==> config.mk <==
export PLATFORM = sky130hd
export DESIGN_NAME = atm_keypad_frontend
export DESIGN_NICKNAME = d
export VERILOG_FILES = /design/src/rtl/atm_pkg.sv /design/src/rtl/dec_accumulator.sv /design/src/rtl/atm_keypad_frontend.sv
export SDC_FILE = /design/constraint.sdc
export NUM_CORES = 1
export LEC_CHECK = 0
export CAP_MARGIN = 40
export CORE_MARGIN = 2
export CORE_UTILIZATION = 48
export CTS_CLUSTER_SIZE = 10
export DETAILED_ROUTE_END_ITERATION = 16
export PLACE_DENSITY = 0.77
export SYNTH_ARGS = -nofsm -noshare
export SYNTH_HDL_FRONTEND = slang
export SYNTH_HIERARCHICAL = 1
export SYNTH_SLANG_ARGS = --single-unit
==> constraint.sdc <==
create_clock -name clk -period 2.7 [get_ports clk]
set_input_delay 0.405 -clock clk [delete_from_list [all_inputs] [get_ports clk]]
set_output_delay 0.405 -clock clk [all_outputs]
set_load 0.005 [all_outputs]
==> src/rtl/atm_pkg.sv <==
// Shared definitions for the ATM core and its keypad front end:
// operation codes, keypad codes, front-end state encoding, field limits.
package atm_pkg;

    // Operation codes understood by the ATM core
    localparam logic [2:0] OP_BALANCE  = 3'd3;
    localparam logic [2:0] OP_WITHDRAW = 3'd4;
    localparam logic [2:0] OP_DEPOSIT  = 3'd5;
    localparam logic [2:0] OP_CHPIN    = 3'd6;

    // Keypad codes; 0..9 are digits, 14..15 carry no meaning
    localparam logic [3:0] KEY_MAX_DIGIT = 4'd9;
    localparam logic [3:0] KEY_ENTER     = 4'd10;
    localparam logic [3:0] KEY_CLEAR     = 4'd11;
    localparam logic [3:0] KEY_CANCEL    = 4'd12;
    localparam logic [3:0] KEY_LANG      = 4'd13;

    // Front-end state encoding (also exported on fsm_state)
    typedef logic [3:0] state_t;
    localparam state_t ST_ACC    = 4'd0;
    localparam state_t ST_PIN    = 4'd1;
    localparam state_t ST_OP     = 4'd2;
    localparam state_t ST_AMT    = 4'd3;
    localparam state_t ST_NEWPIN = 4'd4;
    localparam state_t ST_ISSUE  = 4'd5;
    localparam state_t ST_WAIT   = 4'd6;
    localparam state_t ST_RESULT = 4'd7;

    // Number of digits the field edited in state st may hold
    function automatic logic [3:0] field_max_digits(input state_t st, input logic [3:0] amt_digits);
        logic [3:0] max_d;
        case (st)
            ST_ACC:    max_d = 4'd2;
            ST_PIN:    max_d = 4'd4;
            ST_OP:     max_d = 4'd1;
            ST_AMT:    max_d = amt_digits;
            ST_NEWPIN: max_d = 4'd4;
            default:   max_d = 4'd0;
        endcase
        return max_d;
    endfunction

endpackage

==> src/rtl/dec_accumulator.sv <==
// Decimal digit accumulator shared by every keypad field. Each accepted
// digit computes value*10 + d with shifts; digits past max_digits are
// dropped and flagged on drop in the same cycle.
module dec_accumulator (
    input  logic        clk,
    input  logic        rst,
    input  logic        clear,
    input  logic        load,
    input  logic [3:0]  digit,
    input  logic [3:0]  max_digits,
    output logic [31:0] value,
    output logic [3:0]  count,
    output logic        drop
);

    logic [31:0] value_r;
    logic [3:0]  count_r;

    assign value = value_r;
    assign count = count_r;
    assign drop  = load & ~clear & (count_r >= max_digits);

    // Buffer and digit counter; clear has priority over a new digit
    always_ff @(posedge clk) begin
        if (rst) begin
            value_r <= 32'd0;
            count_r <= 4'd0;
        end else if (clear) begin
            value_r <= 32'd0;
            count_r <= 4'd0;
        end else if (load && (count_r < max_digits)) begin
            value_r <= (value_r << 3) + (value_r << 1) + {28'd0, digit};
            count_r <= count_r + 4'd1;
        end
    end

endmodule

==> src/rtl/atm_keypad_frontend.sv <==
// Keypad-driven transaction initiator for the ATM core: collects account,
// PIN, operation and amount/new PIN, issues a one-cycle start, waits for
// the core's done pulse (or a timeout) and latches the result.
module atm_keypad_frontend
    import atm_pkg::*;
#(
    parameter int ACCOUNTS       = 10,
    parameter int AMT_DIGITS     = 9,
    parameter int TIMEOUT_CYCLES = 1000
) (
    input  logic        clk,
    input  logic        rst,
    input  logic        key_valid,
    input  logic [3:0]  key_code,
    input  logic        atm_done,
    input  logic [31:0] atm_balance,
    input  logic        atm_success,
    output logic        atm_start,
    output logic [2:0]  operation,
    output logic [3:0]  acc_num,
    output logic [15:0] pin,
    output logic [15:0] new_pin,
    output logic [31:0] amount,
    output logic        language,
    output logic        result_valid,
    output logic [31:0] result_balance,
    output logic        result_success,
    output logic        result_timeout,
    output logic        key_err,
    output logic [3:0]  fsm_state
);

    localparam int TW = $clog2(TIMEOUT_CYCLES + 1);

    state_t      state_r;
    logic [TW-1:0] timer_r;
    logic        atm_start_r, language_r, key_err_r;
    logic [2:0]  operation_r;
    logic [3:0]  acc_num_r;
    logic [15:0] pin_r, new_pin_r;
    logic [31:0] amount_r, result_balance_r;
    logic        result_valid_r, result_success_r, result_timeout_r;

    logic        entry_state_s, idle_state_s, idle_expire_s, go_idle_s, lang_toggle_s;
    logic        acc_clear_s, acc_load_s, acc_drop_s, enter_ok_s;
    logic [31:0] acc_value_s;
    logic [3:0]  acc_count_s;
    state_t      enter_next_s;

    assign atm_start      = atm_start_r;
    assign operation      = operation_r;
    assign acc_num        = acc_num_r;
    assign pin            = pin_r;
    assign new_pin        = new_pin_r;
    assign amount         = amount_r;
    assign language       = language_r;
    assign result_valid   = result_valid_r;
    assign result_balance = result_balance_r;
    assign result_success = result_success_r;
    assign result_timeout = result_timeout_r;
    assign key_err        = key_err_r;
    assign fsm_state      = state_r;

    assign entry_state_s = (state_r <= ST_NEWPIN);
    assign idle_state_s  = entry_state_s && (state_r != ST_ACC);
    assign idle_expire_s = idle_state_s && !key_valid && (timer_r == TW'(TIMEOUT_CYCLES - 1));
    // Every path back to ACC that discards the request fields
    assign go_idle_s     = idle_expire_s || (state_r == ST_RESULT) ||
                           (key_valid && (key_code == KEY_CANCEL) && (state_r != ST_WAIT));
    assign lang_toggle_s = key_valid && (key_code == KEY_LANG) && (state_r != ST_WAIT);

    dec_accumulator u_acc (
        .clk        (clk),
        .rst        (rst),
        .clear      (acc_clear_s),
        .load       (acc_load_s),
        .digit      (key_code),
        .max_digits (field_max_digits(state_r, 4'(AMT_DIGITS))),
        .value      (acc_value_s),
        .count      (acc_count_s),
        .drop       (acc_drop_s)
    );

    // Route digits into the shared buffer and clear it on ENTER/CLEAR/CANCEL/inactivity
    always_comb begin
        acc_clear_s = 1'b0;
        acc_load_s  = 1'b0;
        if (entry_state_s && key_valid) begin
            if (key_code <= KEY_MAX_DIGIT) begin
                acc_load_s = 1'b1;
            end else if ((key_code == KEY_ENTER) || (key_code == KEY_CLEAR) || (key_code == KEY_CANCEL)) begin
                acc_clear_s = 1'b1;
            end else begin
                acc_clear_s = 1'b0;
            end
        end else if (idle_expire_s) begin
            acc_clear_s = 1'b1;
        end else begin
            acc_clear_s = 1'b0;
        end
    end

    // Validate the buffer for the current field and pick the state ENTER leads to
    always_comb begin
        enter_ok_s   = 1'b0;
        enter_next_s = state_r;
        case (state_r)
            ST_ACC: begin
                if ((acc_value_s >= 32'd1) && (acc_value_s <= 32'(ACCOUNTS))) begin
                    enter_ok_s   = 1'b1;
                    enter_next_s = ST_PIN;
                end else begin
                    enter_ok_s   = 1'b0;
                end
            end
            ST_PIN: begin
                if (acc_count_s == 4'd4) begin
                    enter_ok_s   = 1'b1;
                    enter_next_s = ST_OP;
                end else begin
                    enter_ok_s   = 1'b0;
                end
            end
            ST_OP: begin
                if (acc_value_s == {29'd0, OP_BALANCE}) begin
                    enter_ok_s   = 1'b1;
                    enter_next_s = ST_ISSUE;
                end else if ((acc_value_s == {29'd0, OP_WITHDRAW}) || (acc_value_s == {29'd0, OP_DEPOSIT})) begin
                    enter_ok_s   = 1'b1;
                    enter_next_s = ST_AMT;
                end else if (acc_value_s == {29'd0, OP_CHPIN}) begin
                    enter_ok_s   = 1'b1;
                    enter_next_s = ST_NEWPIN;
                end else begin
                    enter_ok_s   = 1'b0;
                end
            end
            ST_AMT: begin
                if ((acc_count_s != 4'd0) && (acc_value_s != 32'd0)) begin
                    enter_ok_s   = 1'b1;
                    enter_next_s = ST_ISSUE;
                end else begin
                    enter_ok_s   = 1'b0;
                end
            end
            ST_NEWPIN: begin
                if (acc_count_s == 4'd4) begin
                    enter_ok_s   = 1'b1;
                    enter_next_s = ST_ISSUE;
                end else begin
                    enter_ok_s   = 1'b0;
                end
            end
            default: begin
                enter_ok_s   = 1'b0;
                enter_next_s = state_r;
            end
        endcase
    end

    // Transaction FSM with registered request, result and status outputs
    always_ff @(posedge clk) begin
        if (rst) begin
            state_r          <= ST_ACC;
            timer_r          <= {TW{1'b0}};
            atm_start_r      <= 1'b0;
            operation_r      <= 3'd0;
            acc_num_r        <= 4'd0;
            pin_r            <= 16'd0;
            new_pin_r        <= 16'd0;
            amount_r         <= 32'd0;
            language_r       <= 1'b0;
            result_valid_r   <= 1'b0;
            result_balance_r <= 32'd0;
            result_success_r <= 1'b0;
            result_timeout_r <= 1'b0;
            key_err_r        <= 1'b0;
        end else begin
            atm_start_r    <= 1'b0;
            key_err_r      <= 1'b0;
            result_valid_r <= 1'b0;
            if (lang_toggle_s) begin
                language_r <= ~language_r;
            end
            if (go_idle_s) begin
                state_r     <= ST_ACC;
                timer_r     <= {TW{1'b0}};
                operation_r <= 3'd0;
                acc_num_r   <= 4'd0;
                pin_r       <= 16'd0;
                new_pin_r   <= 16'd0;
                amount_r    <= 32'd0;
                key_err_r   <= idle_expire_s;
            end else begin
                case (state_r)
                    ST_ACC, ST_PIN, ST_OP, ST_AMT, ST_NEWPIN: begin
                        if (key_valid) begin
                            timer_r <= {TW{1'b0}};
                            if (key_code == KEY_ENTER) begin
                                if (enter_ok_s) begin
                                    state_r     <= enter_next_s;
                                    atm_start_r <= (enter_next_s == ST_ISSUE);
                                    case (state_r)
                                        ST_ACC:    acc_num_r   <= acc_value_s[3:0];
                                        ST_PIN:    pin_r       <= acc_value_s[15:0];
                                        ST_OP:     operation_r <= acc_value_s[2:0];
                                        ST_AMT:    amount_r    <= acc_value_s;
                                        ST_NEWPIN: new_pin_r   <= acc_value_s[15:0];
                                        default:   begin end
                                    endcase
                                end else begin
                                    key_err_r <= 1'b1;
                                end
                            end else if (acc_drop_s) begin
                                key_err_r <= 1'b1;
                            end
                        end else if (state_r != ST_ACC) begin
                            timer_r <= timer_r + TW'(1);
                        end
                    end
                    ST_ISSUE: begin
                        state_r <= ST_WAIT;
                        timer_r <= {TW{1'b0}};
                    end
                    ST_WAIT: begin
                        if (atm_done) begin
                            result_balance_r <= atm_balance;
                            result_success_r <= atm_success;
                            result_timeout_r <= 1'b0;
                            result_valid_r   <= 1'b1;
                            state_r          <= ST_RESULT;
                            timer_r          <= {TW{1'b0}};
                        end else if (timer_r == TW'(TIMEOUT_CYCLES - 1)) begin
                            result_balance_r <= 32'd0;
                            result_success_r <= 1'b0;
                            result_timeout_r <= 1'b1;
                            result_valid_r   <= 1'b1;
                            state_r          <= ST_RESULT;
                            timer_r          <= {TW{1'b0}};
                        end else begin
                            timer_r <= timer_r + TW'(1);
                        end
                    end
                    default: begin
                        state_r <= ST_ACC;
                        timer_r <= {TW{1'b0}};
                    end
                endcase
            end
        end
    end

endmodule

# After elaboration in Yosys (flattened, before gate mapping)
# Cells that the tools add are included.
[op_classes]
addsub = 4
magnitude_cmp = 6
n_eq_ne = 24
n_mux = 47
n_bitwise = 10
reduce_logical = 35
[op_table]
columns = ["cell", "n"]
rows = [
  ["== test 32 x 3 -> 1 bit (second input constant)", 3],
  ["2-to-1 mux 32 bit", 2],
  ["2-to-1 mux 4 bit", 12],
  ["2-to-1 mux 10 bit", 4],
  ["adder 32 bit", 1],
  ["adder 32 x 4 -> 32 bit", 1],
  ["== test 32 x 2 -> 1 bit (second input constant)", 1],
  [">= comparator 32 x 1 -> 1 bit (second input constant)", 1],
  ["less-or-equal comparator 32 x 4 -> 1 bit (second input constant)", 1],
  ["nonzero test 32 bit", 1],
  ["AND reduction 5 bit", 5],
  ["== test 4 x 3 -> 1 bit (second input constant)", 6],
  ["2-to-1 mux 1 bit", 24],
  ["case mux 10 bit (2 select lines)", 1],
  ["case mux 4 bit (5 select lines)", 1],
  ["== test 4 bit (second input constant)", 4],
  ["case mux 4 bit (4 select lines)", 1],
  ["case mux 4 bit (3 select lines)", 1],
  ["logical AND 1 bit", 11],
  ["adder 10 x 1 -> 10 bit (second input constant)", 1],
  ["== test 10 bit (second input constant)", 1],
  ["== test 4 x 2 -> 1 bit (second input constant)", 2],
  ["inverter 1 bit", 8],
  ["nonzero test 4 bit", 2],
  ["other kinds (21)", 31],
]
[totals]
ff_bits = 159
out_inout_bits = 113
wordCells = 142

# Depth between registers and ports, before layout
# Gate-level depths: netlist of the first run.
[logic_depth]
word_depth = 14
mapped_depth = 15
mapped_depth_nobuf = 11

# Cells and area by module
# The synthesis of the first run kept the hierarchy.
[modules_own_cells]
columns = ["mod", "instances", "cells_per_inst", "area_each_um2", "seq_area_each_um2"]
rows = [
  ["atm_keypad_frontend", 1, 567, 5032.3, 2462.4],
  ["dec_accumulator", 1, 422, 3390.8, 720.7],
]

# Worst setup path after synthesis of the first run
# No wires, ideal clock.
[synth_path]
kind = "register -> register"
start = "register state_r[3], in the netlist fsm_state[3]"
end = "register u_acc.value_r[29], in the netlist u_acc/value[29]"
arrival_time_ns = 2.878
t_required_ns = 2.638
setup_slack_ns = -0.240
path_stages_with_launch = 14
n_path_buf = 2
path_cell_list = "dfxtp_1 -> or4_1 -> buf_2 -> inv_1 -> inv_1 -> ha_1 -> nor2b_1 -> o21a_1 -> o21ai_2 -> and3_1 -> clkbuf_8 -> nand2_1 -> or4_1 -> nand3_1"
[synth_between]
elab_chain_cells = 7
elab_cells_between_ends = 19
classes_between = "2 x order compare; 4 x eq/ne; 4 x mux; 9 x reduce/logical"
[synth_rtl]
columns = ["item", "line_no", "source"]
rows = [
  ["start: declaration", "atm_keypad_frontend.sv:35", "state_t state_r;"],
  ["start signal: assignment", "atm_keypad_frontend.sv:201", "state_r <= enter_next_s;"],
  ["branches (longest 7 deep; another with < comparator 4 bit)", "-", ""],
  ["end signal: assignment", "dec_accumulator.sv:32", "value_r <= (value_r << 3) + (value_r << 1) + {28'd0, digit};"],
  ["end: declaration", "dec_accumulator.sv:16", "logic [31:0] value_r;"],
]
# Several ways; the timed one is not identified.
# A chain may end at the register's enable or synchronous reset.

# Worst setup path after layout of the first run
[layout_path]
start = "input key_code[2]"
end = "register u_acc.value_r[30], in the netlist u_acc/value[30]"
[layout_between]
elab_chain_cells = 7
elab_cells_between_ends = 14
classes_between = "1 x add/sub; 1 x order compare; 3 x eq/ne; 5 x mux; 4 x reduce/logical"
[layout_rtl]
columns = ["item", "line_no", "source"]
rows = [
  ["start: declaration", "atm_keypad_frontend.sv:14", "input logic [3:0] key_code,"],
  ["branches (longest 7 deep; another with adder 32 x 4 -> 32 bit)", "-", ""],
]
# Several ways; the timed one is not identified.

==> impl_metrics.ini, run 1 <==
[timing]
max_freq_mhz = 352
clock_skew_ns = 0.00846
tns_ns = -0.603
final.period_utilization_pct = 105
setup_violations = 9
slew_headroom_pct = 50.6
worst_slew_pin_slew_ns = 0.739
whs_ns = 0.451
finalCriticalPeriod_ns = 2.84
rsz0062_at_grt = yes
final_hold_viol_count = 0
setup_slack_ns = -0.140
drv_slew = 0

[drt]
drc = 0
detail_route.wirelength_um = 25100
ant_nets = 0
vias = 8506
first_pass_iters = 5
wl_per_cell_um = 17.0
vias_per_cell = 5.76
drt_iter0_markers = 806

[logic_synthesis]
synth_area_mm2 = 0.00842
synthArstFlopShare_pct = 0
yosysTopAreaCellShare_pct = 37.8
synth.distinct_cells = 79
synth.avg_cell_area_um2 = 8.52
synth_area_leader_cell = dfxtp_1
yosys_register_bits = 159
synth_nets = 1096
ys_seq_area_share_pct = 37.8
synth-main-ff-cell = dfxtp_1
yosys_warnings = 6
yosysMostFrequentCell = dfxtp_1
syn_inst = 989
synth_enable_flop_cells = 0
synth_commonest_cells = 159 x dfxtp_1, 142 x nand2_1, 121 x nor2_1, 86 x a21oi_1, 64 x ha_1
yosys-top-cells-area = dfxtp_1 38%, ha_1 9.5%, nand2_1 6.3%

[placement]
dp.cells = 1428
place_hpwl_um = 17300
gp_congestion = 0.938
placed_cell_area_mm2 = 0.0110
preCtsSetupSlack_ns = -0.714
port_buffers = 153

[die]
die_h_um = 136
io-pin-count = 154
die_area_mm2 = 0.0186
die_w_um = 136
rows = 48
core_area_mm2 = 0.0172
start_util_pct = 48.9

[clock_network]
cts-root-buf = clkbuf_16
cts_tree = yes
cts_buffers = 17
htree_levels = 4
cts_sinks = 159
ctsLongestPathBuffers = 2
clk_latency_ns = 0.44
clkSlewWorstSetupHoldPaths_ns = 0.07

[layout]
area_growth_pct = 42.6
n_antenna_cell = 0
layout.nets = 1345
layout.cells.non_filler = 1476
multi_input_area_mm2 = 0.00522
n_fill_cell = 1293
design_area_mm2 = 0.0120
ff_latch_area_mm2 = 0.00320
layout-drive-gt1-share_pct = 20.8
fin_util_pct = 69.7

[min_path]
hold_class = flip-flop to flip-flop

[critical_path]
worstSetupPathType = input port to flip-flop
worst_ep_required_time_ns = 3.02
cp-start-kind = input port
end_kind = flip-flop
critPathArrivalTime_ns = 3.16
critPathMaxFanout = 3

[global_route]
grt_pass1_vias = 7847
grt_usage_pct = 25.9
grt-ovfl-total = 0
grt_max_degree = 60
antenna_found_initial = 0
grt_pass1_wl_um = 38700

[run_status]
failed_checks = setup timing
status = complete, but fails checks

[pwr]
vdd_ir_drop_max_mv = 0.442
power_mw = 5.16
power_density_mw_per_mm2 = 430
p_leak_nw = 4.80

[flow_run]
max_cap_viol_count = 0
-- cell families (layout without fill, tap and decap cells) --
group | Yosys count | count (layout) | share of synthesized area [%]
AND/OR/NAND/NOR | 382 | 382 | 20.9
AO/OA/AOI/OAI | 224 | 224 | 18.0
flip-flops | 159 | 159 | 37.8
buffers and inverters | 77 | 339 | 4.19
adder cells (fa/ha/maj) | 66 | 66 | 9.98
multiplexers | 47 | 47 | 5.60
XOR/XNOR | 33 | 33 | 3.43
other | 1 | 1 | 0.0445
-- path summary, 6_finish.rpt --
check / from / cells past startpoint / endpoint / slack [ns]
worst max-delay path: key_code[2] / 11 / u_acc/value[30]$_SDFFE_PP0P_ / -0.14
worst min register to register: amount[31]$_SDFFE_PP0P_ / 2 / amount[31]$_SDFFE_PP0P_ / 0.45
worst max register to register: u_acc/value[2]$_SDFFE_PP0P_ / 11 / u_acc/value[30]$_SDFFE_PP0P_ / -0.13
worst min-delay path: amount[31]$_SDFFE_PP0P_ / 2 / amount[31]$_SDFFE_PP0P_ / 0.45
-- repair_timing --
action,4_1_cts,5_1_grt
cloned,0,0
setup endpoints to repair,89,84
hold buffers,0,0
buffers inserted,9,11
resized for setup,21,56
pin swaps,27,24
endpoints found under the hold margin,0,0
-- area by class of cell --
type,count,share of cell area (%)
clock buffers,18,3.66
multi-input cells,753,43.4
clock inverters,14,1.19
flip-flops and latches,159,26.6
repair buffers,287,22.1
inverters,20,0.625
well taps,225,2.34
-- placed cells by master, fill, tap and decap left out, types with 18 or more instances in the layout --
cell type	instances
mux2i_1	45
clkdlybuf4s50_1	152
a22oi_1	35
buf_4	118
ha_1	60
nand2_1	140
a21oi_1	74
nand3_1	23
o21ai_0	18
nor2_1	119
xor2_1	18
dfxtp_1	147
-- registers in the layout, summed over array words and instances, names as in the netlist, 3 cells and up --
register        cells
operation           3
result_balance     32
fsm_state           4
timer_r            10
acc_num             4
new_pin            16
pin                16
u_acc/count         4
amount             32
u_acc/value        32
-- power breakdown --
group	leakage [nW]	total, mW	internal [mW]	switching [mW]
Sequential	1.29	2.37	2.35	0.0132
Clock	0.282	2.38	1.26	1.12
Combinational	3.23	0.417	0.198	0.219
-- critical path, stage by stage --
cell	delay [ns]
clkdlybuf4s50_1	0.48
ha_1	0.24
ha_2	0.22
fa_2	0.39
a21o_1	0.19
a221o_1	0.34
a211oi_2	0.25
o221ai_2	0.21
a21oi_2	0.18
xor2_1	0.16
o21ai_1	0.09
-- per-layer routing --
layer / GRT usage (%) / share of wire (%) / vias up / routed length (µm)
met5: 0 / 0 / - / 0
met4: 9.90 / 2.9 / 0 / 733
met3: 4.59 / 6.0 / 65 / 1500
met2: 41.6 / 48 / 345 / 12100
met1: 34.5 / 43 / 4049 / 10800
li1: - / - / 4047 / -
No activity file was read; power rests on OpenSTA's default activity.
==> run 2: changes to the inputs <==
- REMOVE_ABC_BUFFERS: not set -> 1
==> run 2 against run 1 <==
Net effect: the run still ends with setup timing left; critical path type is now flip-flop to flip-flop; sequential power barely moved; critical path depth stayed put; critical endpoint unchanged; first-iteration DRC count fell by 17%; design area rose by 0.97%; register-to-register slack worse by 0.02 ns; sequential cell count did not move; fmax shrank 0.27%; clock power down 3%; clock skew about the same; hold slack hardly changed; global-route usage decreased by 0.40 points; count of clock-buffer cells in the layout up 1.
==> impl_metrics.ini, run 2 (synthesis results as in run 1) <==
[run_status]
status = complete, but fails checks
failed_checks = setup timing

[die]
rows = 48
die_area_mm2 = 0.0186
io-pin-count = 154
core_area_mm2 = 0.0172
start_util_pct = 48.9
die_h_um = 136
die_w_um = 136

[critical_path]
reg2reg_to = u_acc/value[30]$_SDFFE_PP0P_
r2r_start = u_acc/value[2]$_SDFFE_PP0P_
r2r_slack_ns = -0.15
critPathMaxFanout = 3
end_kind = flip-flop
cp_cell_sequence = inv_2 > fa_1 > inv_2 > fa_2 > a21o_1 > a221o_1 > a211oi_2 > o221ai_2 > a21oi_2 > xor2_1 > o21ai_1
slowest_stage = fa_1
worstRegToRegCells = 11
crit_path_frequent_cell = inv_2
cp-start-kind = flip-flop
cp_slowest_stage_delay_ns = 0.51
worst_ep_required_time_ns = 3.02
cp_top_family = compound AO/OA/AOI/OAI gates
critPathArrivalTime_ns = 3.16
crit_buf_inv = 2
worstSetupPathType = flip-flop to flip-flop

[placement]
gp_congestion = 0.931
placed_cell_area_mm2 = 0.0110
preCtsSetupSlack_ns = -0.928
place_hpwl_um = 16900
port_buffers = 153

[clock_network]
clk_latency_ns = 0.43
ctsLongestPathBuffers = 2
cts-root-buf = clkbuf_16
clkSlewWorstSetupHoldPaths_ns = 0.07
cts_hold_buf = 0
cts_sinks = 159
cts_buffers = 17
htree_levels = 4
cts_tree = yes

[global_route]
grt_pass1_wl_um = 38400
grt_pass1_vias = 7917
grt-ovfl-total = 0
antenna_found_initial = 0
grt_max_degree = 50
grt_usage_pct = 25.5

[min_path]
min_to = amount[26]$_SDFFE_PP0P_
holdCritStartpoint = amount[26]$_SDFFE_PP0P_
hold_class = flip-flop to flip-flop
worstHoldPathCells = 2

[timing]
setup_slack_ns = -0.147
worst_slew_pin_slew_ns = 0.660
final.period_utilization_pct = 105
rsz0062_at_grt = yes
drv_slew = 0
finalCriticalPeriod_ns = 2.85
final_hold_viol_count = 0
setup_violations = 11
clock_skew_ns = 0.00803
max_freq_mhz = 351
whs_ns = 0.451
slew_headroom_pct = 55.6

[drt]
drc = 0
wl_per_cell_um = 17.1
first_pass_iters = 5
ant_nets = 0
drt_iter0_markers = 666
vias = 8430
vias_per_cell = 5.67
detail_route.wirelength_um = 25400

[layout]
design_area_mm2 = 0.0121
fin_util_pct = 70.4
n_antenna_cell = 0
layout_common_cells = 154 x dfxtp_1, 151 x clkdlybuf4s50_1, 140 x nand2_1, 125 x buf_4, 118 x nor2_1
area_growth_pct = 44.0
layout_commonest_cell = dfxtp_1
n_fill_cell = 1306
layout-drive-gt1-share_pct = 20.6
layout.nets = 1357

[pwr]
vdd_ir_drop_max_mv = 0.435
power_density_mw_per_mm2 = 418
p_leak_nw = 4.85
power_mw = 5.07

[flow_run]
max_cap_viol_count = 0
run 2: changes by cell type in the layout (fill, tap and decap cells not counted), moves of 2 or more:
cell / previous run / this run
inv_6: 3 / 5
buf_4: 118 / 125
a21oi_1: 74 / 77
dfxtp_2: 12 / 5
clkinvlp_4: 2 / 4
a21oi_4: 2 / 0
inv_2: 6 / 4
o21ai_1: 5 / 7
inv_8: 6 / 3
o21ai_0: 18 / 16
dfxtp_1: 147 / 154
clkbuf_16: 17 / 20
inv_1: 14 / 16
run 2: through the flow:
| stage | setup TNS (ns) | std cells |
|---|---|---|
| 2_1_floorplan | -56.67 | 932 |
| 3_3_place_gp | -13.24 | 1431 |
| 3_5_place_dp | -14.76 | 1431 |
| 4_1_cts | -0.507 | 1466 |
| 5_1_grt | -2.31 | 1488 |
| 6_report | -0.800 | 1488 |
run 2: what timing repair did:
action                     CTS  global route
setup endpoints to repair   25           108
pin swaps                   16            39
setup buffers                3            18
gates cloned                 0             4
resized for setup           28            59
run 2: worst min-delay path: cells and delay by family (launching register included):
kind,cells,cell delay [ns]
and+or+nand+nor,1,0.05
DFF,1,0.31
AOI/OAI and AO/OA,1,0.05
run 2: worst max path at each step:
| stage | startpoint | endpoint | slack, ns | cells past startpoint |
|---|---|---|---|---|
| global placement | key_code[3] | u_acc/value[30]$_SDFFE_PP0P_ | -0.88 | 12 |
| global route | u_acc/value[2]$_SDFFE_PP0P_ | u_acc/value[30]$_SDFFE_PP0P_ | -0.23 | 11 |
| floorplan | fsm_state[3]$_SDFFE_PP0P_ | u_acc/value[29]$_SDFFE_PP0P_ | -0.96 | 11 |
| CTS | u_acc/value[2]$_SDFFE_PP0P_ | u_acc/value[30]$_SDFFE_PP0P_ | -0.18 | 11 |
| finish | u_acc/value[2]$_SDFFE_PP0P_ | u_acc/value[30]$_SDFFE_PP0P_ | -0.15 | 11 |
| detailed placement | key_code[3] | u_acc/value[30]$_SDFFE_PP0P_ | -0.93 | 12 |
run 2: final cells by class:
| type | count | area, µm² | share of cell area, % |
|---|---|---|---|
| clock buffers | 19 | 443 | 3.65 |
| multi-input cells | 753 | 5210 | 43.0 |
| flip-flops and latches | 159 | 3190 | 26.3 |
| well taps | 225 | 282 | 2.32 |
| clock inverters | 13 | 116 | 0.959 |
| inverters | 20 | 75.1 | 0.619 |
| repair buffers | 299 | 2810 | 23.2 |
run 2: metal layers:
layer	up-vias	GRT usage (%)	wire length (µm)
met3	57	5.11	1510
met1	4023	32.5	11000
met2	292	42.3	12200
met4	0	9.72	620
met5	-	0	0
li1	4058	-	-
run 2: report_power, final:
group	switching (mW)	internal (mW)	total, mW	leakage [nW]
registers	0.0126	2.35	2.37	1.28
clock network	1.07	1.24	2.30	0.263
logic	0.210	0.193	0.403	3.31
total	1.29	3.78	5.07	4.85
==> run 3: changes to the inputs <==
- HOLD_SLACK_MARGIN: not set -> 0.08
==> results of run 3 <==
Final layout, timing and power as in run 2 (identical DEF).
